<file path="src/rtl/pipe_hold_ctrl.sv">
// Pipeline hold/flush controller: arbitrates mem_wait, MDU stalls, taken branches and load-use.
// Optional MDU watchdog enabled by defining PIPE_HOLD_CTRL_WDOG_EN.
module pipe_hold_ctrl #(
  parameter int unsigned MDU_TIMEOUT = 64
) (
  input  logic       clk,
  input  logic       rst,
  input  logic       load_use,
  input  logic       branch_taken,
  input  logic       mdu_start,
  input  logic       mdu_done,
  input  logic       mem_wait,
  output logic [2:0] hold_if,
  output logic [2:0] hold_id,
  output logic [2:0] hold_ex,
  output logic [2:0] hold_mem,
  output logic       redirect,
  output logic       timeout_err
);

  localparam logic [2:0] H_PASS  = 3'b000;
  localparam logic [2:0] H_FLUSH = 3'b001;
  localparam logic [2:0] H_HOLD  = 3'b010;

  typedef enum logic [1:0] {
    IDLE     = 2'd0,
    MDU_BUSY = 2'd1,
    BR_PEND  = 2'd2
  } state_t;

  state_t state;
  logic   mdu_active;
  logic   br_flush;
  logic   wdog_fire;

  assign mdu_active = ((state == IDLE) && mdu_start) || (state == MDU_BUSY);
  assign br_flush   = (state == BR_PEND) || ((state == IDLE) && branch_taken);

`ifdef PIPE_HOLD_CTRL_WDOG_EN
  localparam logic [7:0] WDOG_LAST = 8'(MDU_TIMEOUT - 1);

  logic [7:0] wdog_cnt;
  logic       err_q;

  // Counter freezes under mem_wait so the state-hold rule also holds the watchdog.
  assign wdog_fire = (state == MDU_BUSY) && !mdu_done && !mem_wait && (wdog_cnt == WDOG_LAST);

  always_ff @(posedge clk or negedge rst) begin
    if (!rst) begin
      wdog_cnt <= '0;
      err_q    <= 1'b0;
    end else begin
      if (state != MDU_BUSY)
        wdog_cnt <= '0;
      else if (!mem_wait)
        wdog_cnt <= wdog_cnt + 8'd1;
      if (wdog_fire)
        err_q <= 1'b1;
    end
  end

  assign timeout_err = err_q;
`else
  assign wdog_fire   = 1'b0;
  assign timeout_err = 1'b0;
`endif

  always_ff @(posedge clk or negedge rst) begin
    if (!rst) begin
      state <= IDLE;
    end else if (mem_wait) begin
      // A branch resolved during a bus stall is remembered and flushed once the bus frees.
      if ((state == IDLE) && branch_taken && !mdu_start)
        state <= BR_PEND;
    end else begin
      unique case (state)
        IDLE:     if (mdu_start && !mdu_done) state <= MDU_BUSY;
        MDU_BUSY: if (mdu_done || wdog_fire) state <= IDLE;
        BR_PEND:  state <= IDLE;
        default:  state <= IDLE;
      endcase
    end
  end

  always_comb begin
    hold_if  = H_PASS;
    hold_id  = H_PASS;
    hold_ex  = H_PASS;
    hold_mem = H_PASS;
    redirect = 1'b0;
    if (!rst) begin
      hold_if = H_PASS;
    end else if (mem_wait) begin
      hold_if  = H_HOLD;
      hold_id  = H_HOLD;
      hold_ex  = H_HOLD;
      hold_mem = H_HOLD;
    end else if (wdog_fire) begin
      hold_ex = H_FLUSH;
    end else if (mdu_active) begin
      if (!mdu_done) begin
        hold_if  = H_HOLD;
        hold_id  = H_HOLD;
        hold_ex  = H_HOLD;
        hold_mem = H_FLUSH;
      end
    end else if (br_flush) begin
      hold_if  = H_FLUSH;
      hold_id  = H_FLUSH;
      redirect = 1'b1;
    end else if (load_use) begin
      hold_if = H_HOLD;
      hold_id = H_HOLD;
      hold_ex = H_FLUSH;
    end
  end

endmodule

</file>
<file path="config.mk">
export PLATFORM = sky130hd
export DESIGN_NAME = pipe_hold_ctrl
export DESIGN_NICKNAME = d
export VERILOG_FILES = /design/src/rtl/pipe_hold_ctrl.sv
export SDC_FILE = /design/constraint.sdc
export NUM_CORES = 1
export LEC_CHECK = 0
export BUFFER_PORTS_ARGS = -buffer_cell sky130_fd_sc_hd__buf_2
export CAP_MARGIN = 10
export CORE_AREA = 2 2 39 41
export DETAILED_ROUTE_END_ITERATION = 8
export DIE_AREA = 0 0 41 43
export GPL_TIMING_DRIVEN = 0
export PLACE_DENSITY_LB_ADDON = 0.08
export SLEW_MARGIN = 20
export SYNTH_ARGS = -nofsm -noshare
export SYNTH_HDL_FRONTEND = slang
export SYNTH_SLANG_ARGS = --single-unit
</file>
<file path="constraint.sdc">
create_clock -name clk -period 1.1 [get_ports clk]
set_input_delay 0.11 -clock clk [delete_from_list [all_inputs] [get_ports clk]]
set_output_delay 0.11 -clock clk [all_outputs]
set_load 0.1 [all_outputs]
</file>
* Yosys cells after proc, flatten, opt, wreduce, memory -nomap -nowiden
Cells that the tools add are included.
** Storage, ports and cells
- Register bits :: 2
- Input bits :: 7
- Output and inout bits :: 14
** Operators by class
- Eq/ne operators :: 5
- Multiplexer cells :: 24
- Reductions and logical operators :: 10
** Operators with widths (count)
- $mux 3 :: 7
- $mux 2 :: 8
- $mux 1 :: 8
- $logic_and 1x1->1 :: 4
- $pmux 2 s2 :: 1
- $ne 3x2->1 const B :: 1
- $ne 3x3->1 const B :: 1
- $reduce_and 3->1 :: 1
- $eq 2x1->1 const B :: 1
- $eq 2x2->1 const B :: 1
- $logic_not 1->1 :: 2
- $logic_not 2->1 :: 1
- $logic_or 1x1->1 :: 2
- $ne 2x1->1 const B :: 1

* Depth between registers and ports, before layout
Gate-level depths: netlist of run 1.
- Depth after elaboration :: 7
- Gate-level depth with buffers :: 4
- Mapped depth without buffers :: 3

* Least setup slack after synthesis of run 1
OpenSTA, ideal clock, no wires.
- Path kind :: register to output
- Start :: register state[1]
- End :: output port hold_mem[0]
- Arrival :: 3355 ps
- Data required time :: 990 ps
- Setup slack :: -2365 ps
- Stages on the path, launching flop included :: 2
- Path buffers :: 0
- Cells stage by stage :: dfrtp_1 > nor4_1
** On the way
- Longest elaborated chain between the ends :: 6
- Elaborated cells between the ends (all ways) :: 7
- Those cells by class :: eq/ne (1); mux (3); reduce/logical (3)
** RTL lines
- from (decl) :: RTL line 31 : state_t state;
- from (signal assigned) :: RTL line 70 : state <= IDLE;
- from (signal assigned) :: RTL line 74 : state <= BR_PEND;
- from (signal assigned) :: RTL line 77 : IDLE: if (mdu_start && !mdu_done) state <= MDU_BUSY;
- $logic_not 2->1 :: RTL line 36 : assign mdu_active = ((state == IDLE) && mdu_start) || (state == MDU_BUSY);
- $logic_and 1x1->1 :: RTL line 36
- $logic_or 1x1->1 * :: RTL line 36
- $mux 1 * :: RTL line 100 : end else if (mdu_active) begin
- $mux 2 * :: RTL line 93 : end else if (mem_wait) begin
- $mux 3 * :: RTL line 91 : if (!rst) begin
- to (decl) :: RTL line 16 : output logic [2:0] hold_mem,
Mark *: on every way between the ends. The rest lies on a longest branch, timed or not.

* Final worst setup path of run 1
- Start :: register state[0]
- End :: output port hold_if[1]
** On the way
- Longest elaborated chain between the ends :: 7
- Elaborated cells between the ends (all ways) :: 11
- Those cells by class :: eq/ne (2); mux (4); reduce/logical (5)
** RTL lines
- $logic_not 2->1 :: RTL line 36, 37
- $logic_and 1x1->1 :: RTL line 37 : assign br_flush = (state == BR_PEND) || ((state == IDLE) && branch_taken);
- $logic_or 1x1->1 :: RTL line 37
- $mux 2 :: RTL line 107 : end else if (br_flush) begin
- $mux 3 * :: RTL line 100
- $mux 3 * :: RTL line 93
- $mux 3 * :: RTL line 91
- to (decl) :: RTL line 13 : output logic [2:0] hold_if,
Marks and branches as above.

==> results by group, run 1 <==
Outcome
  • Status: finished, violations left
  • Failing checks: setup timing

Die
  • Initial Util: 16.8%
  • Row count: 14
  • Num ports: 21
  • Die ar.: 0.00176 mm2
  • Die width: 41 um
  • Total core area: 0.00138 mm2
  • Die Span Y: 43 um

Setup path
  • CP dominant cell by count: buf_12
  • Crit path launch type: flip-flop
  • Worst path buffer plus inverter count: 2
  • Critical Path Source: state[0]$_DFFE_PN0P_
  • Setup crit end kind: primary output
  • Worst r2r src: state[0]$_DFFE_PN0P_
  • Critical path type: flip-flop to primary output
  • Critical path arrival: 1.54 ns
  • CP max-delay cell: dfrtp_2
  • CP top delay family: flip-flops
  • CP peak stage delay: 0.44 ns
  • Crit path max fanout: 6
  • Crit path required time: 0.99 ns
  • Critical Path, Cell by Cell: nor4_4 -> o21ai_2 -> a21boi_4 -> buf_12 -> buf_12

Cells and area
  • Regs by FF count: state: 2 flops
  • Ant diodes: 0
  • Storage element area: 52.6 um2
  • Multi-input logic area: 215 um2
  • Most frequent cells in the layout: 9 x buf_12, 7 x buf_2, 6 x buf_4, 6 x buf_6, 5 x conb_1
  • Share of cells above drive strength 1: 75.0%
  • Most common cell after layout, fill and taps aside: buf_12
  • Nets: 68
  • Number of flip-flops in the largest register: 2
  • Synth-to-Final Area Change: 182%
  • Largest Register: state
  • Filler cells: 142

Clock tree
  • Worst-path clk slew: 0.04 ns
  • H-tree levels: 1
  • CTS Buf Count: 3
  • CTS tree: yes
  • CTS max path bufs: 2
  • Clk root buf: clkbuf_4
  • Latest clock arrival within the worst-skew pair: 0.23 ns
  • Clk sinks: 2

Detailed routing
  • Drt pass-1 iters: 2
  • DR iter-0 viols: 1
  • Routed Antenna Nets: 0
  • DRC viols: 0
  • Final wirelength: 757 um
  • Vias per cell: 3.82
  • DR WL/cell: 9.96 um
  • Routed vias: 290

Power
  • Leak: 0.293 nW
  • Power Dens Cells: 1110 mW/mm2
  • Worst VDD drop: 493 uV
  • Power Total: 0.000729 W

Global routing
  • GRT Resource Usage Total: 10.8%
  • Vias in the first global route: 289
  • Grt total ovfl: 0
  • First-pass GRT wire length: 1230 um
  • Largest net degree at the start of global routing: 7
  • Initial antenna violation count: 0

STA
  • Max Slew Vio Count: 0
  • Final setup vio count: 8
  • Hold slack: 0.192 ns
  • Clock skew: 0.0113 ns
  • Hold Violations, Final: 0
  • Fin crit period: 1.65 ns
  • RSZ-0062 raised after global routing: true
  • PnR worst setup slack: -0.548 ns
  • Post-route setup TNS: -3.63 ns
  • Maximum clock rate: 607 MHz
  • Fin crit share: 150%

Place
  • PortBufs: 15
  • Final RePlAce weighted congestion: 0.567
  • Hpwl dp: 514 um

Logic synthesis
  • Synth top area share: 25.8%
  • Mapped Avg Cell Area: 7.51 um2
  • Flops & latches, synth: 2
  • Top FF cell, synth: dfrtp_1
  • Async SR Flop Fraction: 100%
  • Post-synth EDFFs: 0
  • Synth Instances: 31
  • Post-synth top area cell: buf_4
  • Register area share after synthesis: 21.5%
  • Synth cell types: 17
  • Mapped cell area: 233 um2
  • Warnings, synthesis: 0
  • Synth area leaders: buf_4 26%, dfrtp_1 22%, a21oi_1 6.5%

Worst hold path
  • Hold Path Origin: mem_wait
  • Worst hold-check path type: input port to flip-flop

Job
  • Total of max-cap violations: 0
==> cells by family after synthesis <==
| logic type | share of synthesized area (%) |
|---|---|
| other cells | 1.61 |
| simple gates | 33.3 |
| flops | 21.5 |
| buf+inv | 27.4 |
| compound gates | 16.1 |
==> where the power goes <==
part / switching (W) / internal (W) / leakage (nW)
registers: 0.0000164 / 0.0000828 / 0.0230
clock network: 0.0000525 / 0.000135 / 0.0150
logic: 0.000284 / 0.000158 / 0.255
total: 0.000353 / 0.000376 / 0.293
==> synth_stat cells, types with 2 or more instances <==
library cell and instances:
buf_4 8, a21oi_1 3, nor2b_1 2, dfrtp_1 2, nor2_1 4
==> layer usage <==
metal  GRT usage [%]  part of all wire [%]  wire length (um)
met1            10.0                    30               229
met2            18.1                    64               485
met3            3.14                   5.5                42
met4            8.00                     0                 0
met5               0                     0                 0
==> worst paths after layout <==
path	to	slack, ns	depth (start not counted)
min in group asynchronous	state[1]$_DFFE_PN0P_	0.25	2
max reg2reg	state[1]$_DFFE_PN0P_	0.09	3
max	hold_if[1]	-0.55	5
min	state[1]$_DFFE_PN0P_	0.19	2
min reg2reg	state[0]$_DFFE_PN0P_	0.60	1
max in group asynchronous	state[0]$_DFFE_PN0P_	0.70	2
==> layout make-up <==
| type | instances | share of cell area [%] |
|---|---|---|
| sequential | 2 | 8.02 |
| clock buffer | 4 | 4.01 |
| inverter | 1 | 0.573 |
| multi-input combinational | 24 | 32.8 |
| buffer | 8 | 14.9 |
| timing repair buffer | 21 | 36.6 |
| tap | 16 | 3.05 |
==> repair_timing <==
| item | 4_1_cts | 5_1_grt |
|---|---|---|
| gates resized for setup | 35 | 3 |
| pin swaps | 7 | 6 |
| hold buffers | 1 | 0 |
| buffers inserted | 5 | 1 |
| hold endpoints to repair | 2 | 0 |
| endpoints found under the setup margin | 8 | 8 |
| gates cloned | 0 | 0 |
==> metrics by stage <==
step	cell area [um2]	setup slack [ns]	cells	utilization (%)
2_1_floorplan	342	-0.711	35	-
3_3_place_gp	437	-0.556	66	31.6
3_5_place_dp	437	-0.579	66	31.6
4_1_cts	647	-0.577	76	46.7
5_1_grt	656	-0.639	76	47.4
6_report	656	-0.548	76	47.4
(Power assumes the default switching activity.)
==> run 2, diff against run 1 <==
- SETUP_SLACK_MARGIN: default -> 0.2
==> run 2 against run 1 <==
The flow still finishes with violations (setup timing). Sequential cell count is the same. First-iteration DRC count grew 100%. Combinational power grew 4.8%. Power grew 2.2%. Cell count grew 3.9%. Largest cell class unchanged. Critical endpoint unchanged.
==> results by group, run 2 (synthesized netlist as in run 1, its figures left out) <==
Outcome
  • Status: finished, violations left
  • Failing checks: setup timing

STA
  • Fin crit period: 1.65 ns (+0.0000380 ns)
  • PnR worst setup slack: -0.548 ns (-0.0000380 ns)
  • Max Slew Vio Count: 0 (unchanged)
  • RSZ-0062 raised after global routing: true
  • Hold Violations, Final: 0 (unchanged)
  • Post-route setup TNS: -3.53 ns (+0.0984 ns)
  • Final setup vio count: 8 (unchanged)
  • Maximum clock rate: 607 MHz (about the same)
  • Clock skew: 0.00940 ns (-0.00193 ns)
  • Fin crit share: 150% (about the same)

Power
  • Leak: 0.313 nW (+6.8%)
  • Cell Int Power: 0.000391 W (+4.0%)
  • Sequential Power Share: 13.4% (-0.2 points)
  • Switching pwr: 0.000354 W (+0.41%)
  • Sw Ratio: 47.6% (-0.87 points)
  • Clock power frac: 24.4% (-1.4 points)
  • Worst VDD drop: 502 uV (+1.9%)
  • Power Dens Cells: 1060 mW/mm2 (-4.5%)
  • Comb pwr share: 62.1% (+1.5 points)

Die
  • Initial Util: 16.8% (unchanged)
  • Row count: 14 (unchanged)
  • Die Span Y: 43 um (unchanged)
  • Num ports: 21 (unchanged)
  • Die ar.: 0.00176 mm2 (unchanged)
  • Die width: 41 um (unchanged)
  • Total core area: 0.00138 mm2 (unchanged)

Global routing
  • Largest net degree at the start of global routing: 7 (unchanged)
  • GRT Resource Usage Total: 9.55% (-1.2 points)
  • Grt total ovfl: 0 (unchanged)
  • First-pass GRT wire length: 1120 um (-9.0%)
  • Vias in the first global route: 264 (-8.7%)
  • Initial antenna violation count: 0 (unchanged)

Place
  • Placed Cells: 66 (unchanged)
  • Hpwl dp: 506 um (-1.6%)
  • PortBufs: 15 (unchanged)
  • Pre-CTS setup slack: -0.580 ns (-0.000181 ns)
  • Post-DP Area: 438 um2 (+0.29%)
  • Final RePlAce weighted congestion: 0.567 (about the same)

Cells and area
  • Synth-to-Final Area Change: 202%
  • Ant diodes: 0 (unchanged)
  • Regs by FF count: state: 2 flops
  • Layout Utilization: 50.7% (+3.3 points)
  • Finished Layout Cells: 79 (+3.9%)
  • Nets: 71 (+4.4%)
  • Share of cells above drive strength 1: 81.0% (+6.0 points)
  • Largest Register: state
  • Final Cell Area: 702 um2 (+7.1%)
  • Most frequent cells in the layout: 9 x buf_4, 9 x buf_12, 7 x buf_6
  • Number of flip-flops in the largest register: 2 (unchanged)

Detailed routing
  • DR WL/cell: 8.99 um (-9.8%)
  • Routed vias: 305 (+5.2%)
  • DR iter-0 viols: 2 (+1)
  • Vias per cell: 3.86 (+1.2%)
  • Routed Antenna Nets: 0 (unchanged)
  • Final wirelength: 710 um (-6.2%)
  • Drt pass-1 iters: 2 (unchanged)
  • DRC viols: 0 (unchanged)

Clock tree
  • Latest clock arrival within the worst-skew pair: 0.23 ns (about the same)
  • Clk root buf: clkbuf_4
  • Clk sinks: 2 (unchanged)
  • Worst-path clk slew: 0.04 ns (about the same)
  • CTS Buf Count: 3 (unchanged)
  • CTS tree: yes
  • H-tree levels: 1 (unchanged)
  • CTS max path bufs: 2 (unchanged)

Worst hold path
  • Worst hold stages: 2 (unchanged)
  • Worst hold-check path type: input port to flip-flop

Setup path
  • Crit path required time: 0.99 ns (about the same)
  • Critical path type: flip-flop to primary output
  • Crit path max fanout: 5 (-1)
  • Crit path launch type: flip-flop
  • R2r worst-path depth: 5 (+2)
  • Critical path arrival: 1.54 ns (about the same)
  • Setup crit end kind: primary output

Job
  • Total of max-cap violations: 0 (unchanged)
run 2: cell count changes in the layout (fill, tap and decap cells not counted), sizes merged:
cell	previous run	this run
buf	28	31
run 2: cell type report:
cell class	count	area, um2
clock buffer	4	26.3
buffer	8	97.6
inverter	1	3.75
timing repair buffer	24	269
tap	16	20.0
fill	132	682
multi-input combinational	24	233
sequential	2	52.6
run 2: layer usage:
layer	wire, um	vias to the layer above	GRT usage (%)	part of all wire, %
li1	-	155	-	-
met1	263	144	11.6	37
met2	413	6	13.8	58
met3	33	0	3.14	4.6
met4	0	0	6.00	0
met5	0	-	0	0
run 2: power by group through the flow:
stage | Clock (W) | Sequential, W | Combinational (W)
3_3_place_gp | 0 | 0.0000978 | 0.000341
5_1_grt | 0.000203 | 0.000101 | 0.000480
3_5_place_dp | 0 | 0.0000978 | 0.000341
2_1_floorplan | 0 | 0.0000952 | 0.000303
6_report | 0.000182 | 0.0000999 | 0.000463
4_1_cts | 0.000193 | 0.0000966 | 0.000446
run 2: per-stage QoR:
| step | power, W | hold WS, ns |
|---|---|---|
| detailed placement | 0.000439 | -0.0750 |
| finish | 0.000745 | 0.197 |
| CTS | 0.000736 | 0.189 |
| floorplan | 0.000398 | -0.186 |
| global route | 0.000784 | 0.198 |
| global placement | 0.000438 | -0.0772 |
run 2: path summary, 6_finish.rpt:
| check | from | endpoint | slack, ns |
|---|---|---|---|
| setup reg to reg | state[0]$_DFFE_PN0P_ | state[1]$_DFFE_PN0P_ | 0.04 |
| max in group asynchronous | rst | state[0]$_DFFE_PN0P_ | 0.70 |
| hold reg to reg | state[0]$_DFFE_PN0P_ | state[0]$_DFFE_PN0P_ | 0.59 |
| hold / removal | mem_wait | state[1]$_DFFE_PN0P_ | 0.20 |
| min in group asynchronous | rst | state[1]$_DFFE_PN0P_ | 0.26 |
| setup / recovery | state[0]$_DFFE_PN0P_ | hold_if[1] | -0.55 |
run 2: critical path, stage by stage, from the launching register on:
cell,delay [ns]
dfrtp_2,0.44
nor4_4,0.28
o21ai_2,0.11
a21boi_4,0.21
buf_12,0.12
buf_12,0.16
run 2: what timing repair did:
action / 4_1_cts / 5_1_grt
buffers inserted: 6 / 2
endpoints found under the hold margin: 2 / 0
setup endpoints to repair: 10 / 10
pin swaps: 7 / 4
hold buffers: 1 / 0
resized for setup: 39 / 5
gates cloned: 0 / 0
